==> src/rtl/divisor_buffer_pkg.sv <==
// -----------------------------------------------------------------------------
// divisor_buffer_pkg
// Shared SPART constants: I/O addresses of the two baud-divisor bytes and the
// divisor / byte widths used by the divisor capture buffer.
// -----------------------------------------------------------------------------
package divisor_buffer_pkg;

  localparam int unsigned DIV_W  = 16;
  localparam int unsigned BYTE_W = 8;

  // I/O register map of the divisor bytes (DB low / DB high)
  localparam logic [1:0] SPART_ADDR_DB_LO = 2'b10;
  localparam logic [1:0] SPART_ADDR_DB_HI = 2'b11;

  // Divisor value loaded on reset
  localparam logic [DIV_W-1:0] SPART_RESET_DIV = '0;

endpackage : divisor_buffer_pkg

==> src/rtl/divisor_buffer_byte_stage.sv <==
// -----------------------------------------------------------------------------
// divisor_buffer_byte_stage
// One staged divisor byte: an 8-bit holding register plus a valid flag.
//
// Ports:
//   clk     : system clock, rising edge
//   rst     : synchronous active-low reset (clears data and flag)
//   i_load  : load i_data into the register and set the flag
//   i_clr   : clear the flag (wins over i_load for the flag only)
//   i_data  : byte to stage
//   o_data  : staged byte
//   o_vld   : staged byte is waiting for its partner
// -----------------------------------------------------------------------------
module divisor_buffer_byte_stage
  import divisor_buffer_pkg::*;
(
  input  logic              clk,
  input  logic              rst,
  input  logic              i_load,
  input  logic              i_clr,
  input  logic [BYTE_W-1:0] i_data,
  output logic [BYTE_W-1:0] o_data,
  output logic              o_vld
);

  logic [BYTE_W-1:0] r_data;
  logic              r_vld;

  always_ff @(posedge clk) begin
    if (!rst) begin
      r_data <= '0;
      r_vld  <= 1'b0;
    end else begin
      if (i_load) begin
        r_data <= i_data;
      end
      // A commit clears the flag even when this byte is the one being
      // written on the committing cycle.
      if (i_clr) begin
        r_vld <= 1'b0;
      end else if (i_load) begin
        r_vld <= 1'b1;
      end
    end
  end

  assign o_data = r_data;
  assign o_vld  = r_vld;

endmodule : divisor_buffer_byte_stage

==> src/rtl/divisor_buffer.sv <==
// -----------------------------------------------------------------------------
// divisor_buffer
// Captures the 16-bit UART baud divisor written as two bytes and commits both
// bytes together onto div_buf, pulsing buf_rdy for one cycle on each commit.
// Byte order is free; the second distinct byte written completes the pair.
//
// Ports:
//   clk        : system clock, rising edge
//   rst        : synchronous active-low reset
//   io_addr    : I/O register address from the bus interface
//   baud_write : write strobe qualifying io_addr / data_in
//   data_in    : write data byte
//   div_buf    : committed divisor {high, low} (registered)
//   buf_rdy    : one-cycle pulse after a commit (registered)
// -----------------------------------------------------------------------------
module divisor_buffer
  import divisor_buffer_pkg::*;
#(
  parameter logic [1:0]       ADDR_LO   = SPART_ADDR_DB_LO,
  parameter logic [1:0]       ADDR_HI   = SPART_ADDR_DB_HI,
  parameter logic [DIV_W-1:0] RESET_DIV = SPART_RESET_DIV
) (
  input  logic              clk,
  input  logic              rst,
  input  logic [1:0]        io_addr,
  input  logic              baud_write,
  input  logic [BYTE_W-1:0] data_in,
  output logic [DIV_W-1:0]  div_buf,
  output logic              buf_rdy
);

  logic              w_wr_lo;
  logic              w_wr_hi;
  logic              w_commit;
  logic [BYTE_W-1:0] w_lo_data;
  logic [BYTE_W-1:0] w_hi_data;
  logic              w_lo_vld;
  logic              w_hi_vld;
  logic [BYTE_W-1:0] w_lo_byte;
  logic [BYTE_W-1:0] w_hi_byte;

  logic [DIV_W-1:0]  r_div_buf;
  logic              r_buf_rdy;

  // Address decode; any other address is ignored.
  assign w_wr_lo = baud_write && (io_addr == ADDR_LO);
  assign w_wr_hi = baud_write && (io_addr == ADDR_HI);

  // The pair completes when this write supplies the byte whose partner is
  // already staged. Rewriting an already-staged byte alone never commits.
  assign w_commit = (w_wr_lo && w_hi_vld) || (w_wr_hi && w_lo_vld);

  // The byte being written this cycle bypasses its stage register.
  assign w_lo_byte = w_wr_lo ? data_in : w_lo_data;
  assign w_hi_byte = w_wr_hi ? data_in : w_hi_data;

  divisor_buffer_byte_stage u_lo_stage (
    .clk    (clk),
    .rst    (rst),
    .i_load (w_wr_lo),
    .i_clr  (w_commit),
    .i_data (data_in),
    .o_data (w_lo_data),
    .o_vld  (w_lo_vld)
  );

  divisor_buffer_byte_stage u_hi_stage (
    .clk    (clk),
    .rst    (rst),
    .i_load (w_wr_hi),
    .i_clr  (w_commit),
    .i_data (data_in),
    .o_data (w_hi_data),
    .o_vld  (w_hi_vld)
  );

  always_ff @(posedge clk) begin
    if (!rst) begin
      r_div_buf <= RESET_DIV;
      r_buf_rdy <= 1'b0;
    end else begin
      r_buf_rdy <= w_commit;
      if (w_commit) begin
        r_div_buf <= {w_hi_byte, w_lo_byte};
      end
    end
  end

  assign div_buf = r_div_buf;
  assign buf_rdy = r_buf_rdy;

endmodule : divisor_buffer

==> config.mk <==
export PLATFORM = sky130hd
export DESIGN_NAME = divisor_buffer
export DESIGN_NICKNAME = d
export VERILOG_FILES = /design/src/rtl/divisor_buffer_pkg.sv /design/src/rtl/divisor_buffer_byte_stage.sv /design/src/rtl/divisor_buffer.sv
export SDC_FILE = /design/constraint.sdc
export NUM_CORES = 1
export LEC_CHECK = 0
export BUFFER_PORTS_ARGS = -buffer_cell sky130_fd_sc_hd__buf_2
export CAP_MARGIN = 20
export CORE_AREA = 2 2 70 72
export CTS_CLUSTER_DIAMETER = 40
export DETAILED_ROUTE_END_ITERATION = 10
export DIE_AREA = 0 0 72 74
export PLACE_DENSITY = 0.51
export SLEW_MARGIN = 10
export SYNTH_ARGS = -nofsm -noshare
export SYNTH_HDL_FRONTEND = slang
export SYNTH_SLANG_ARGS = --single-unit
==> constraint.sdc <==
create_clock -name clk -period 3.7 [get_ports clk]
set_input_delay 0.185 -clock clk [delete_from_list [all_inputs] [get_ports clk]]
set_output_delay 0.185 -clock clk [all_outputs]
set_load 0.01 [all_outputs]
==> out/summary.txt <==
Status - finished clean
Vias - 995
Share of cells above drive strength 1 - 24.52%
Core Area - 4598 um2
Post-DP HPWL - 1890 um
Post-DR vias/cell - 4.761
Detail Route Antenna Nets - 0
Htree depth - 2
Slew Limit Fails - 0
Required @ worst endpoint - 3.89 ns
Total gr overflow - 0
Number of global-route vias before repair - 923
Initial core utilization - 29.17%
Register-to-Register Setup Slack - 2.10 ns
Drt total wl - 2842 um
Rel. slew slack - 47.96%
Setup CP Type - input port to flip-flop
Critical path fanouts, max - 20
CTS tree - done
Antenna cells - 0
Setup TNS - 0 ns
Worst setup margin - 1.977 ns
Fmax - 0.5802 GHz
Clock skew - 0.004012 ns
I/O pin cnt - 30
Post-synthesis sequential area ratio - 52.24%
PwrDens - 464.5 nW/um2
Ys Warns - 0
Clock buffer depth - 2
Final nets - 167
Worst slew pin tran - 0.7783 ns
RSZ-0062 raised after global routing - no
Aggregate global-route resource usage - 11.69%
Largest net degree at the start of global routing - 21
CP max stage delay - 0.62 ns
Setup Viol. Count Final - 0
Distinct cells, synth - 20
Setup bufs post-CTS - 0
Clock Sinks - 35
Worst vdd ir - 0.1784 mV
Final Hold Fails - 0
Post-synthesis cell count - 125
Std-Cell Rows - 25
GPL Wtd Cong - 0.7356
Min cycle time layout - 1.723 ns
Initial antenna violation count - 0
Type of origin of the critical path - input port
Critical path arrival - 1.91 ns
Hold/Removal Path Class - input port to flip-flop
Area leader, netlist - dfxtp_1
Critical Path Sink Type - flip-flop
Post-CTS resize count - 0
Die X - 72 um
Slowest stage cell, crit path - nand4_1
Yosys top cell area share - 52.24%
Avg WL per Cell - 13.60 um
Register bit total from synthesis - 35
CTS Buf Count - 5
Synth area leaders - dfxtp_1 (52%), mux2i_1 (18%), o2bb2ai_1 (10%), nand2_1 (4.5%), a21oi_1 (3.0%)
Leak - 0.7300 nW
Crit path cell chain - buf_2 -> mux2_4 -> nand4_1 -> o2bb2ai_1
IO buf count - 29
First-pass GRT wire length - 4533 um
Synth Area per Inst - 10.73 um2
Die Height - 74 um
Fill cells - 473
DRT iter0 DRCs - 35
Die ar. - 5328 um2
Syn_nets - 138
DRC Markers - 0
Max-capacitance violation count - 0
CTS clk-pin slew, worst paths - 0.07 ns
Area grow syn2layout - 20.15%
Crit share post-route - 46.58%
DR pass1 iterations - 4
Hold Buf Count CTS - 0
CTS root buffer - clkbuf_8
Synth Cell Area - 1341 um2
Pre-CTS WS - 1.656 ns
Skew-Pair Late Insertion Delay - 0.28 ns
## stage by stage
stage          std cells  total power [W]  utilization, %  instance area (um2)  hold slack, ns
2_1_floorplan        125        0.0004363               -                 1341          0.3210
3_3_place_gp         201        0.0004532           32.87                 1511          0.4419
3_5_place_dp         201        0.0004555           32.87                 1511          0.4432
4_1_cts              209        0.0007577           35.05                 1612          0.1597
5_1_grt              209        0.0007795           35.05                 1612          0.1592
6_report             209        0.0007486           35.05                 1612          0.1670
## cell usage after synthesis
cell type	instances
a21boi_0	1
a21oi_1	8
a31oi_4	1
and3_1	1
buf_2	4
buf_4	1
buf_6	1
clkbuf_1	1
clkinv_1	1
dfxtp_1	35
inv_1	2
mux2_4	1
mux2i_1	24
nand2_1	16
nand3_1	1
nand3b_1	1
nand4_1	1
nor2_1	8
o21a_1	1
o2bb2ai_1	16
## final cells by class
type	instances	area (um2)	share of cell area [%]
Sequential cell	35	700.7	43.48
Multi-Input combinational cell	80	586.8	36.41
Clock buffer	8	100.1	6.211
Tap cell	54	67.56	4.193
Timing Repair Buffer	29	145.1	9.006
Inverter	3	11.26	0.6988
## state kept, by name, indices dropped and copies added (netlist names)
register	flops
u_hi_stage.o_vld	1
u_hi_stage.o_data	8
u_lo_stage.o_vld	1
div_buf	16
u_lo_stage.o_data	8
buf_rdy	1
## worst max-delay path, delay by kind of cell
kind	cells	cell delay, ns
simple gates	1	0.62
buf+inv	1	0.44
compound gates	1	0.39
mux	1	0.28
## final timing paths
kind,startpoint,to,depth (start not counted)
worst min register to register,u_hi_stage.o_data[5],u_hi_stage.o_data[5],2
worst min-delay path,data_in[7],u_hi_stage.o_data[7],3
worst max-delay path,io_addr[0],div_buf[6],4
worst max register to register,u_lo_stage.o_vld,div_buf[6],3
## power breakdown
group / switching [W] / leakage (nW) / internal [W]
Clock: 0.000132 / 0.0515 / 0.000170
Combinational: 0.0000336 / 0.395 / 0.0000232
Sequential: 0.00000426 / 0.283 / 0.000385
## metal layers
metal	GRT usage [%]	routed length (um)
met1	14.30	1354
met2	17.28	1231
met3	5.285	196
met4	6.289	60
met5	0	0
## placed cells by master, fill, tap and decap left out
master / Yosys / layout
dfxtp_1: 35 / 35
buf_2: 4 / 29
mux2i_1: 24 / 24
o2bb2ai_1: 16 / 16
nand2_1: 16 / 16
a21oi_1: 8 / 8
nor2_1: 8 / 8
clkbuf_8: 0 / 7
inv_1: 2 / 2
mux2_4: 1 / 1
clkinv_1: 1 / 1
a31oi_4: 1 / 1
nand4_1: 1 / 1
and3_1: 1 / 1
nand3_1: 1 / 1
nand3b_1: 1 / 1
o21a_1: 1 / 1
a21boi_0: 1 / 1
clkbuf_1: 1 / 1
## logic make-up (layout without fill, tap and decap cells)
group	Yosys count	after routing	synth area share (%)
AND/OR/NAND/NOR	28	28	8.583
multiplexers	25	25	19.03
flip-flops	35	35	52.24
buffers and inverters	10	40	4.011
AO/OA/AOI/OAI	27	27	16.14
Note: power is estimated with default switching activity, not from simulation.
